==> config.mk <==
export PLATFORM = sky130hd
export DESIGN_NAME = deserializer
export DESIGN_NICKNAME = d
export VERILOG_FILES = /design/src/rtl/deser_pkg.sv /design/src/rtl/deserializer.sv
export SDC_FILE = /design/constraint.sdc
export NUM_CORES = 1
export LEC_CHECK = 0
export CORE_UTILIZATION = 35
export DETAILED_ROUTE_END_ITERATION = 12
export PLACE_DENSITY = 0.58
export RECOVER_POWER = 25
export SYNTH_ARGS = -nofsm -noshare
export SYNTH_HDL_FRONTEND = slang
export SYNTH_SLANG_ARGS = --single-unit
==> constraint.sdc <==
create_clock -name clk_i -period 1.7 [get_ports clk_i]
set_clock_uncertainty 0.05 [all_clocks]
set_input_delay 0.34 -clock clk_i [delete_from_list [all_inputs] [get_ports clk_i]]
set_output_delay 0.34 -clock clk_i [all_outputs]
set_load 0.02 [all_outputs]
==> src/rtl/deser_pkg.sv <==
// Shared constants and state encoding for the serial-to-parallel receiver.
package deser_pkg;

  localparam int unsigned DATA_W  = 16;
  localparam int unsigned CNT_W   = 5;
  localparam int unsigned MIN_LEN = 3;

  typedef enum logic {
    IDLE,
    RECV
  } deser_state_t;

endpackage

==> src/rtl/deserializer.sv <==
// Collects an MSB-first serial run into a parallel word with a serializer-style bit count.
module deserializer
  import deser_pkg::*;
#(
  parameter int unsigned WIDTH   = DATA_W,
  parameter int unsigned MIN_LEN = deser_pkg::MIN_LEN
) (
  input  logic             clk_i,
  input  logic             rst_ni,
  input  logic             ser_data_i,
  input  logic             ser_data_val_i,
  output logic [WIDTH-1:0] deser_data_o,
  output logic [3:0]       deser_data_mod_o,
  output logic             deser_data_val_o,
  output logic             err_o
);

  deser_state_t     state;
  logic [CNT_W-1:0] cnt;
  logic [WIDTH-1:0] shreg;

  logic [WIDTH-1:0] ins;
  logic [CNT_W-1:0] cnt_inc;
  logic [3:0]       pos;

  always_comb begin
    cnt_inc  = cnt + 1'b1;
    pos      = 4'(WIDTH - 1) - cnt[3:0];
    ins      = shreg;
    ins[pos] = ser_data_i;
  end

  always_ff @(posedge clk_i or negedge rst_ni) begin
    if (!rst_ni) begin
      state            <= IDLE;
      cnt              <= '0;
      shreg            <= '0;
      deser_data_o     <= '0;
      deser_data_mod_o <= '0;
      deser_data_val_o <= 1'b0;
      err_o            <= 1'b0;
    end else begin
      deser_data_val_o <= 1'b0;
      err_o            <= 1'b0;
      unique case (state)
        IDLE: begin
          if (ser_data_val_i) begin
            // frame start clears stale bits so short frames read back zero-filled
            shreg <= {ser_data_i, {(WIDTH - 1){1'b0}}};
            cnt   <= CNT_W'(1);
            state <= RECV;
          end
        end
        RECV: begin
          if (ser_data_val_i) begin
            if (cnt == CNT_W'(WIDTH - 1)) begin
              // 16th bit: count wraps to 0 in the 4-bit mod encoding
              deser_data_o     <= ins;
              deser_data_mod_o <= cnt_inc[3:0];
              deser_data_val_o <= 1'b1;
              shreg            <= ins;
              cnt              <= '0;
              state            <= IDLE;
            end else begin
              shreg <= ins;
              cnt   <= cnt_inc;
            end
          end else begin
            if (cnt >= CNT_W'(MIN_LEN)) begin
              deser_data_o     <= shreg;
              deser_data_mod_o <= cnt[3:0];
              deser_data_val_o <= 1'b1;
            end else begin
              err_o <= 1'b1;
            end
            cnt   <= '0;
            state <= IDLE;
          end
        end
        default: state <= IDLE;
      endcase
    end
  end

endmodule

==> results of run 1 <==
-- kinds of logic (layout without fill, tap and decap cells) --
| kind of cell | count (synthesis) | in the layout |
|---|---|---|
| AO/OA/AOI/OAI | 20 | 20 |
| buffers and inverters | 31 | 91 |
| XOR/XNOR | 3 | 3 |
| multiplexers | 33 | 33 |
| flip-flops | 44 | 44 |
| AND/OR/NAND/NOR | 56 | 56 |
| adder cells (fa/ha/maj) | 4 | 4 |
-- synthesized netlist by cell type, drive strengths merged, types with 2 or more instances --
master | n | area, um2
a21oi | 10 | 50.05
and3 | 2 | 12.51
buf | 5 | 33.78
clkbuf | 4 | 15.01
dfrtp | 44 | 1101
ha | 4 | 50.05
inv | 22 | 82.58
mux2 | 6 | 82.58
mux2i | 27 | 270.3
nand2 | 8 | 30.03
nand3 | 14 | 75.07
nand4 | 5 | 31.28
nor2 | 22 | 82.58
nor2b | 2 | 12.51
nor3 | 2 | 10.01
o21ai | 3 | 18.77
xnor2 | 2 | 17.52
-- per-stage QoR --
step	hold WS, ns	power (mW)
after CTS	0.4617	2.776
final	0.4652	2.817
after global placement	0.2602	1.952
after floorplan	-0.005591	1.604
after detailed placement	0.2580	1.956
after global routing	0.4825	2.958
-- flip-flops by register name, indices dropped and copies added, names as in the netlist --
register	cells
deser_data_mod_o	4
err_o	1
deser_data_o	16
state	1
cnt	5
deser_data_val_o	1
shreg	16
-- cells in the final DEF (no fill, tap or decap), types with 2 or more instances in the layout --
master,Yosys,routed
sky130_fd_sc_hd__a21oi_1,10,10
sky130_fd_sc_hd__and3_1,2,2
sky130_fd_sc_hd__buf_4,1,27
sky130_fd_sc_hd__buf_6,1,4
sky130_fd_sc_hd__clkbuf_16,0,2
sky130_fd_sc_hd__clkbuf_8,0,5
sky130_fd_sc_hd__clkdlybuf4s50_1,0,20
sky130_fd_sc_hd__dfrtp_1,44,43
sky130_fd_sc_hd__dlymetal6s2s_1,0,4
sky130_fd_sc_hd__ha_2,0,2
sky130_fd_sc_hd__inv_1,21,21
sky130_fd_sc_hd__mux2_4,4,6
sky130_fd_sc_hd__mux2i_1,27,24
sky130_fd_sc_hd__mux2i_2,0,3
sky130_fd_sc_hd__nand2_1,8,8
sky130_fd_sc_hd__nand3_1,13,13
sky130_fd_sc_hd__nand4_1,5,5
sky130_fd_sc_hd__nor2_1,22,22
sky130_fd_sc_hd__nor2b_1,2,2
sky130_fd_sc_hd__o21ai_0,2,2
sky130_fd_sc_hd__xnor2_1,2,2
-- metal layers --
| layer | wire length (um) | up-vias |
|---|---|---|
| met5 | 0 | - |
| met4 | 55 | 0 |
| met2 | 2069 | 26 |
| met3 | 150 | 6 |
| met1 | 2220 | 746 |
| li1 | - | 752 |
-- path summary, 6_finish.rpt --
| path | startpoint | end | slack [ns] | cells past startpoint |
|---|---|---|---|---|
| max in group asynchronous | rst_ni | cnt[1] | 0.21 | 3 |
| hold reg to reg | shreg[2] | shreg[2] | 0.47 | 2 |
| setup / recovery | cnt[0] | deser_data_mod_o[3] | 0.01 | 6 |
| min in group asynchronous | rst_ni | shreg[10] | 0.66 | 2 |
| hold / removal | shreg[2] | shreg[2] | 0.47 | 2 |
| setup reg to reg | cnt[0] | deser_data_mod_o[3] | 0.01 | 6 |
-- where the power goes --
group          switching (mW)  internal [mW]
Combinational           0.375          0.421
Sequential             0.0665           1.15
Clock                   0.370          0.435
-- worst reg2reg max path, delay by kind of cell (launching register included) --
kind	cells	cell delay (ns)
AO/OA/AOI/OAI	1	0.31
buffers and inverters	3	0.36
flip-flops	1	0.41
multiplexers	1	0.29
AND/OR/NAND/NOR	1	0.15
-- layout make-up --
cell class / instances / area share
flip-flops and latches: 44 / 0.3876
repair buffers: 61 / 0.2099
multi-input cells: 116 / 0.3018
clock inverters: 3 / 0.01496
clock buffers: 5 / 0.02420
well taps: 72 / 0.03168
inverters: 22 / 0.02992
-- timing repair --
item / in CTS / in global routing
gates resized for setup: 3 / 17
endpoints found under the hold margin: 17 / 0
buffers inserted: 0 / 2
hold buffers: 1 / 0
setup endpoints to repair: 20 / 26
gates cloned: 0 / 2
pin swaps: 1 / 0
==> reports/metrics.cfg, run 1 <==
[place]
io_buffer_count=25
numPlacedInstances=310
gp_congestion=0.8265
dpl.hpwl_um=3111
detailedPlace.worstSlack_ns=-0.2972
placed_area_um2=2586

[finish]
n_antenna_cell=0
drive_gt1_frac=0.2390
area_of_combinational_cells_with_multiple_inputs_um2=858.3
seq_area_um2=1102
instances_no_fill=323
syn_to_final_growth_pct=39.28
fillCellCount=523
num-nets-final=258
postLayoutCellArea_um2=2844
final_util=0.5102

[setup_path]
worst_setup_end_kind=flop
critPathArrivalTime_ns=1.82
critical_path.max_fanout=4
path_cells=buf_6 -> inv_4 -> o211ai_1 -> nand3_4 -> clkbuf_16 -> mux2_4
worstPathRequired_ns=1.83
critical-path-top-delay-family=flip-flops
path_buf_inv=3
cp_slowest_stage_delay_ns=0.41
criticalPathCategory=reg2reg
crit_slowest_cell=sky130_fd_sc_hd__dfrtp_1
critical_path.startpoint_type=flop

[global_route]
grt_max_degree=20
grt_antenna_before_repair=0
first_global_vias=1544
met2_usage=0.2500
groute.layer.met1.usage=0.2179
busiest_layer=met2
gr-total-overflow=0
grtUsageMet3=0.03953
first_pass_grt_wire_length_um=7424
groute.usage.overall=0.1599

[sta]
setup_viol=0
finalSetupTns_ns=0
timing.slew.headroom=0.3313
period_share=0.9937
worstMarginPinSlew_ns=1.003
clock_period_minus_final_worst_setup_slack_ns=1.689
slew_viol_final=0
post_route_setup_slack_ns=0.01066
max_clock_freq_mhz=591.9
hold_viol=0
rsz0062_at_grt=true

[synthesis]
netlist-cell-type-count=33
post_synth_mux_area_share=0.1728
synth_simple_gate_area_share=0.1275
synth_xor_area_frac=0.01287
post_synth_top_flop=sky130_fd_sc_hd__dfrtp_1
synth_enable_flop_cells=0
synth_warnings=0
synth_compound_gate_area_share=0.05882
synth_adder_area_share=0.02451
post_synth_inst_count=191
synth_sequential_area_ratio=0.5392
postSynth.asyncResetShare=1.000
postSynthRegisterBits=44
synth_area_per_cell_um2=10.69
synth_area_um2=2042
main_combinational_cell_family_by_area_after_synthesis=multiplexers
synth_fp_nets=199

[route]
vias_per_cell=4.737
detail_route.iter0.violations=91
routed-via-count=1530
firstDrtPassIters=4
post-route-drc-count=0
drt-total-wl_um=4494
antenna_left=0
wire_per_inst_um=13.91

[floorplanning]
row_count=27
core_um2=5574
initial_utilization=0.3663
num_io_pins=26
dieArea_um2=6143
height_of_the_die_um=78.38
die-width_um=78.38

[clocking]
clock_tree.buffer_depth=2
clock_insertion_delay_worst_skew_ns=0.30
cts_num_sinks=44
cts_tree=done
cts-root-buf=sky130_fd_sc_hd__clkbuf_8
cts-buffers-inserted=5
cts_max_level=2
cts.reportedPaths.clkPinSlew_ns=0.09

[run]
maxCapViolations=0

[pwr]
vdd_drop_max_mv=0.4429
power.density_cell_area_nw_per_um2=990.4
leakagePower_nw=1.504

[run_status]
status=complete, no violations

[worst_hold_path]
hold_class=reg2reg

Note: power is estimated with default switching activity, not from simulation.
==> inputs of run 2 (changes only) <==
- CAP_MARGIN: default -> 25
- CTS_CLUSTER_DIAMETER: default -> 80
==> results of run 2 <==
Final layout, timing and power as in run 1 (identical DEF).
